<file path="config.mk">
export PLATFORM = sky130hd
export DESIGN_NAME = mux_arb_n
export DESIGN_NICKNAME = d
export VERILOG_FILES = /design/src/rtl/mux_arb_n_pkg.sv /design/src/rtl/mux_arb_n_rr_arbiter.sv /design/src/rtl/mux_arb_n.sv
export SDC_FILE = /design/constraint.sdc
export NUM_CORES = 1
export LEC_CHECK = 0
export BUFFER_PORTS_ARGS = -buffer_cell sky130_fd_sc_hd__buf_4
export CORE_MARGIN = 2
export CORE_UTILIZATION = 38
export DETAILED_ROUTE_END_ITERATION = 10
export PLACE_DENSITY = 0.74
export SLEW_MARGIN = 30
export SYNTH_ARGS = -nofsm -noshare
export SYNTH_HDL_FRONTEND = slang
export SYNTH_SLANG_ARGS = --single-unit
</file>
<file path="constraint.sdc">
create_clock -name clock -period 4.65 [get_ports clock]
set_input_delay 0.6975 -clock clock [delete_from_list [all_inputs] [get_ports clock]]
set_output_delay 0.6975 -clock clock [all_outputs]
set_load 0.01 [all_outputs]
</file>
<file path="src/rtl/mux_arb_n_pkg.sv">
// Shared constants for the channel mux/arbiter: default widths, the
// arbitration mode encoding and a clog2 helper for sizing channel IDs.
package mux_arb_n_pkg;

    localparam int unsigned DEFAULT_WIDTH    = 32;
    localparam int unsigned DEFAULT_CHANNELS = 8;

    typedef enum logic {
        MODE_FIXED = 1'b0,
        MODE_RR    = 1'b1
    } arb_mode_e;

    // Ceiling log2, minimum result 0.
    function automatic int unsigned clog2(input int unsigned n);
        int unsigned r;
        r = 0;
        while ((64'd1 << r) < 64'(n)) begin
            r = r + 1;
        end
        return r;
    endfunction

endpackage

</file>
<file path="src/rtl/mux_arb_n_rr_arbiter.sv">
// Round-robin priority search.
//   req         : per-channel request vector
//   ptr         : last granted channel; search starts at ptr+1 and wraps
//   grant       : one-hot grant (zero when nothing requests)
//   grant_idx   : index of the granted channel
//   grant_valid : any channel granted
module rr_arbiter
    import mux_arb_n_pkg::*;
#(
    parameter int unsigned CHANNELS = DEFAULT_CHANNELS,
    parameter int unsigned SELW     = clog2(DEFAULT_CHANNELS)
) (
    input  logic [CHANNELS-1:0] req,
    input  logic [SELW-1:0]     ptr,
    output logic [CHANNELS-1:0] grant,
    output logic [SELW-1:0]     grant_idx,
    output logic                grant_valid
);

    // One extra bit so ptr+i (< 2*CHANNELS) cannot overflow before the wrap.
    logic [SELW:0] cand;

    always_comb begin
        grant       = '0;
        grant_idx   = '0;
        grant_valid = 1'b0;
        cand        = '0;
        for (int unsigned i = 1; i <= CHANNELS; i++) begin
            cand = {1'b0, ptr} + (SELW+1)'(i);
            if (cand >= (SELW+1)'(CHANNELS)) begin
                cand = cand - (SELW+1)'(CHANNELS);
            end
            if (!grant_valid && req[cand[SELW-1:0]]) begin
                grant_valid               = 1'b1;
                grant_idx                 = cand[SELW-1:0];
                grant[cand[SELW-1:0]]     = 1'b1;
            end
        end
    end

endmodule

</file>
<file path="src/rtl/mux_arb_n.sv">
// N-channel multiplexer with fixed-select or round-robin arbitration and a
// single registered output stage.
//   clock, reset_n        : clock, async active-low reset
//   mode_rr               : 0 = fixed select, 1 = round-robin
//   select                : channel used in fixed mode
//   in_valid/in_ready     : per-channel handshake (in_ready one-hot or zero)
//   in_data               : channel k at [k*WIDTH +: WIDTH]
//   out_valid/out_ready   : output handshake
//   out_data/out_chan     : registered word and its source channel
module mux_arb_n
    import mux_arb_n_pkg::*;
#(
    parameter int unsigned WIDTH    = DEFAULT_WIDTH,
    parameter int unsigned CHANNELS = DEFAULT_CHANNELS,
    parameter int unsigned SELW     = clog2(DEFAULT_CHANNELS)
) (
    input  logic                      clock,
    input  logic                      reset_n,
    input  logic                      mode_rr,
    input  logic [SELW-1:0]           select,
    input  logic [CHANNELS-1:0]       in_valid,
    input  logic [CHANNELS*WIDTH-1:0] in_data,
    output logic [CHANNELS-1:0]       in_ready,
    output logic                      out_valid,
    output logic [WIDTH-1:0]          out_data,
    output logic [SELW-1:0]           out_chan,
    input  logic                      out_ready
);

    logic                out_valid_q, out_valid_d;
    logic [WIDTH-1:0]    out_data_q,  out_data_d;
    logic [SELW-1:0]     out_chan_q,  out_chan_d;
    logic [SELW-1:0]     ptr_q,       ptr_d;

    arb_mode_e           mode;
    logic                can_load;
    logic                sel_in_range;
    logic                transfer;
    logic [SELW-1:0]     grant_idx;
    logic [CHANNELS-1:0] rr_grant;
    logic [SELW-1:0]     rr_idx;
    logic                rr_valid;

    rr_arbiter #(
        .CHANNELS (CHANNELS),
        .SELW     (SELW)
    ) u_rr_arbiter (
        .req         (in_valid),
        .ptr         (ptr_q),
        .grant       (rr_grant),
        .grant_idx   (rr_idx),
        .grant_valid (rr_valid)
    );

    assign mode         = arb_mode_e'(mode_rr);
    assign can_load     = !out_valid_q || out_ready;
    assign sel_in_range = 32'(select) < CHANNELS;

    // Grant generation never looks at in_data.
    // Fixed mode offers ready on the selected channel only while some channel
    // is requesting, so an idle input bus always sees in_ready == 0.
    always_comb begin
        in_ready  = '0;
        grant_idx = '0;
        if (mode == MODE_RR) begin
            grant_idx = rr_idx;
            if (can_load && rr_valid) begin
                in_ready = rr_grant;
            end
        end else begin
            if (sel_in_range) begin
                grant_idx = select;
                if (can_load && (|in_valid)) begin
                    in_ready[select] = 1'b1;
                end
            end
        end
    end

    assign transfer = |(in_valid & in_ready);

    always_comb begin
        out_valid_d = out_valid_q;
        out_data_d  = out_data_q;
        out_chan_d  = out_chan_q;
        ptr_d       = ptr_q;
        if (transfer) begin
            out_valid_d = 1'b1;
            out_data_d  = in_data[32'(grant_idx)*WIDTH +: WIDTH];
            out_chan_d  = grant_idx;
            // Pointer only tracks round-robin grants; fixed mode leaves it alone.
            if (mode == MODE_RR) begin
                ptr_d = grant_idx;
            end
        end else if (out_ready) begin
            out_valid_d = 1'b0;
        end
    end

    always_ff @(posedge clock or negedge reset_n) begin
        if (!reset_n) begin
            out_valid_q <= 1'b0;
            out_data_q  <= '0;
            out_chan_q  <= '0;
            ptr_q       <= SELW'(CHANNELS - 1);
        end else begin
            out_valid_q <= out_valid_d;
            out_data_q  <= out_data_d;
            out_chan_q  <= out_chan_d;
            ptr_q       <= ptr_d;
        end
    end

    assign out_valid = out_valid_q;
    assign out_data  = out_data_q;
    assign out_chan  = out_chan_q;

endmodule

</file>
# After elaboration in Yosys (flattened, before gate mapping)
# Cells that the tools add are included.
# op_classes
shifts,1
reduce_logical,31
order_cmp,26
n_mux,72
add_sub_neg,16
n_bitwise,8
# op_table
operator,count
256-bit by 9-bit variable part select with 32-bit output,1
8-bit two-way mux,11
8-bit OR,7
3-bit two-way mux,17
"3-bit by 4-bit < comparator with 1-bit output, second input constant",9
"4-bit >= comparator, second input constant",8
1-bit demux with 3-bit select,9
"3-bit by 1-bit >= comparator with 1-bit output, second input constant",9
1-bit two-way mux,27
1-bit binary-select mux with 3-bit select,8
"3-bit by 1-bit subtractor with 3-bit output, second input constant",8
1-bit logical AND,18
"3-bit by 3-bit adder with 4-bit output, second input constant",4
8-bit OR reduction,2
"3-bit by 2-bit adder with 4-bit output, second input constant",2
8-bit bitwise AND,1
1-bit logical NOT,8
"3-bit by 1-bit adder with 4-bit output, second input constant",1
"3-bit by 4-bit adder with 4-bit output, second input constant",1
2-bit AND reduction,1
2-bit nonzero test,1
1-bit logical OR,1
# word_totals
word_cells,158
in_bits,271
reg_bits,39

# Logic depth before layout (Yosys ltp)
# logic_depth
word_depth,33
mapped_depth,19

# Hierarchy
# A second synthesis with hierarchy kept.
# hier_totals
hier_cells,402
hier_area_um2,5034.8
# modules_own_cells
module,seq_area_each_um2,n_inst,area_each_um2,cells_per_inst
mux_arb_n,979.7,1,3677.3,240
rr_arbiter,0.0,1,1357.6,162

# Least setup slack after synthesis
# OpenSTA, ideal clock, no wires.
# synth_timing
kind,reg2reg
start,reg ptr_q[1]
end,reg out_data_q[4] (netlist: out_data[4])
n_path_buf,4
arrival_time_ns,4.701
slack_ns,-0.178
stages_incl_launch_ff,17
setup_time_ns,0.127
path_cell_list,dfstp_2 > clkbuf_1 > clkinv_1 > ha_1 > buf_2 > mux4_2 > mux2_2 > or2_1 > or4_1 > a221oi_2 > or2_1 > buf_2 > buf_2 > mux2i_1 > mux2i_1 > mux2_1 > mux2_1
# synth_via
elab_chain_len,32
elab_cells_between_ends,140
cone_classes,16 x add/sub; 24 x order compare; 1 x shift; 67 x mux; 8 x bitwise; 24 x reduce/logical
# synth_lines
element,line,text
"start, declared",mux_arb_n.sv:33,"logic [SELW-1:0] ptr_q, ptr_d;"
"start signal, assigned",mux_arb_n.sv:105,ptr_q <= SELW'(CHANNELS - 1);
"start signal, assigned",mux_arb_n.sv:110,ptr_q <= ptr_d;
"parallel branches: the longest is 32 deep, another holds 3-bit by 1-bit adder with 4-bit output",n/a,
"end signal, assigned",mux_arb_n.sv:108,out_data_q <= out_data_d;
"end, declared",mux_arb_n.sv:31,"logic [WIDTH-1:0] out_data_q, out_data_d;"
# Parallel ways; which one is timed is not known. The select of a mux whose other input is x is not followed.
# A chain may end at the register's enable or synchronous reset.

# Final worst setup path
# layout_timing
start,reg ptr_q[0]
end,reg out_data_q[11] (netlist: out_data[11])
# The elaborated chain is that of the path after synthesis.

==> results by group <==
Setup path
  • Critical Path Sink Type: flop
  • WS Path Type: flop to flop
  • Crit path cell chain: buf_12, ha_1, xnor2_1, buf_4, nor3_2, nor3_1, buf_4, a21boi_0, o32ai_1, o31ai_1, a21oi_1, a2111oi_4, and3_2, buf_12, mux2_2
  • R2r setup slk: 150 ps
  • Worst-path maximum fanout: 43
  • Slowest stage cell, crit path: dfstp_2
  • Critical Path AT: 4680 ps
  • Max incr delay on CP: 550 ps
  • Critical Path RT: 4820 ps
  • CP Launch Type: flop

Clocking
  • Worst-Skew Late Latency: 290 ps
  • CTS Buf Count: 5
  • CTS Root Cell: clkbuf_16
  • Bufs on Longest Clock Path: 2
  • H-tree levels: 2
  • Post-cts hold buffer count: 0
  • Clock Sinks: 39
  • CTS tree: yes
  • CTS clk-pin slew, worst paths: 70 ps

STA
  • Final Cycle Share: 0.968
  • Worst Tran Pin Value: 882 ps
  • Final hold vios: 0
  • Worst slew margin: 0.411
  • Setup TNS Final: 0 ps
  • F_max: 0.222 GHz
  • Worst Skew: 6.97 ps
  • Minimum clock period: 4500 ps
  • Final setup viols: 0
  • Slew Limit Fails: 0
  • Final worst slack: 148 ps
  • Worst Hold Slack: 380 ps

Yosys
  • Synth cell types: 74
  • Syn Area/Cell: 8.28 um2
  • FF+latch count, synth: 39
  • Syn_nets: 1018
  • Sequential area share after synthesis: 0.160
  • Mapped Cells: 741
  • Post-synthesis cell area: 6130 um2
  • Top cells by area, synth: mux2i_1, dfrtp_1, nand2_1, mux2_1, mux4_2
  • EDFF count, synth: 0
  • Yosys top cell area share: 0.183
  • Ys async rst share: 1.00
  • Main flop type after synthesis: dfrtp_1
  • Yosys top cell by area: mux2i_1
  • Yosys warns: 0

Route
  • DR vias: 7406
  • Per-cell routed wire length: 22.6 um
  • Vias per cell: 5.77
  • Detailed Routing Iterations Pass 1: 5
  • Residual DRC count: 0
  • DRT iter0 DRCs: 685
  • Antenna-violating nets left: 0
  • Final WL: 29000 um

Floorplan
  • Number of I/O pins: 315
  • Core Box Area: 15800 um2
  • Die width: 131 um
  • FP Rows: 46
  • Initial core utilization: 0.387
  • Die area: 17200 um2
  • Die H: 131 um

Placed design
  • Routability cong.: 0.987
  • Post-Place Cells: 1270
  • I/O Buffers: 314
  • Setup Slack @ Placement: 103 ps
  • Detailed Place HPWL: 23400 um

Global routing
  • Initial antenna violation count: 5
  • First-pass GRT wire length: 40400 um
  • Overflow after GRT: 0
  • Vias in the first global route: 6807
  • Largest net degree at the start of global routing: 57
  • Gr usage total: 0.314

Layout
  • Layout area overhead: 51.0%
  • Layout cell share with drive strength beyond 1: 0.438
  • Fin cells: 1284
  • Fin nets: 1340

Pwr
  • PwrDens: 907 nW/um2
  • Pleak: 4.31 nW
  • Worst VDD drop: 0.526 mV

Run status
  • Status: completed

Job
  • Max Cap Viol: 0

Hold path
  • Hold Path Class: primary input to asynchronous set/reset pin
-- worst paths after layout --
check / start / endpoint / depth (start not counted)
setup / recovery: ptr_q[0] / out_data[11] / 15
hold / removal: reset_n / out_data[10] / 1
setup reg to reg: ptr_q[0] / out_data[11] / 15
hold reg to reg: out_data[9] / out_data[9] / 1
max in group asynchronous: reset_n / out_valid / 1
min in group clock: out_data[9] / out_data[9] / 1
-- synthesized netlist by cell type, drive strengths merged, types with 4 or more instances --
cell	instances
nand2	135
mux2i	112
mux2	75
a21oi	48
dfrtp	36
buf	35
nor2	35
a32oi	33
clkbuf	31
nand3	22
mux4	17
nor3	15
o21ai	14
a31oi	10
nand4	7
a221oi	6
a22oi	6
and2	6
ha	6
nor2b	6
o22ai	6
inv	5
o211ai	5
a41oi	4
and3	4
o31ai	4
or2	4
-- state kept, by name, summed over array words and instances, names as in the netlist --
name / count
out_data: 32
out_valid: 1
out_chan: 3
ptr_q: 3
-- repair_timing --
item,CTS,global route
setup buffers,0,2
endpoints found under the setup margin,0,34
resized for setup,0,6
-- critical path: cells and delay by family, from the launching register on --
kind            cells  cell delay, ps
compound gates      5            1120
xor+xnor            1             170
fa+ha+maj           1             260
buf+inv             4             990
flops               1             550
mux                 1             350
simple gates        3             910
-- final cells by class --
class,count,area (um2)
Antenna cell,4,10.0
Clock buffer,5,125
Clock inverter,3,23.8
Fill cell,1426,6570
Inverter,6,23.8
Multi-Input combinational cell,630,4840
Sequential cell,39,980
Tap cell,216,270
Timing Repair Buffer,381,2990
-- layer usage --
metal | up-vias | track usage | share of wire
met5 | - | 0 | 0.00045
met4 | 2 | 0.0613 | 0.016
met3 | 45 | 0.133 | 0.14
met2 | 426 | 0.477 | 0.45
met1 | 3466 | 0.420 | 0.40
li1 | 3467 | - | -
-- cell families after synthesis --
kind of cell,Yosys count,synth area share
and+or+nand+nor,250,0.184
muxes,204,0.384
AOI/OAI and AO/OA,166,0.194
buffers and inverters,72,0.0604
DFF,39,0.160
adders and majority gates,6,0.0122
xor gates and xnor gates,4,0.00571
-- where the power goes --
group	internal (mW)	switching (mW)	total (mW)
registers	0.564	0.120	0.684
logic	3.41	3.95	7.37
clock network	0.201	0.152	0.352
total	4.18	4.23	8.40
-- per-stage QoR --
| step | utilization | power (mW) | cell area (um2) |
|---|---|---|---|
| floorplan | - | 5.43 | 6160 |
| global placement | 0.573 | 7.84 | 9060 |
| detailed placement | 0.573 | 7.85 | 9060 |
| CTS | 0.582 | 8.23 | 9210 |
| global route | 0.585 | 8.90 | 9250 |
| finish | 0.585 | 8.40 | 9260 |
-- layout by cell type (no fill, tap or decap), types with 17 or more instances in the layout --
cell type | netlist | layout
a21oi_1 | 48 | 46
a32oi_1 | 33 | 33
buf_4 | 8 | 371
dfrtp_1 | 36 | 36
mux2_1 | 40 | 40
mux2_2 | 33 | 33
mux2i_1 | 112 | 112
mux4_2 | 17 | 17
nand2_1 | 135 | 135
nand3_1 | 21 | 21
nor2_1 | 35 | 33
(Power assumes the default switching activity.)
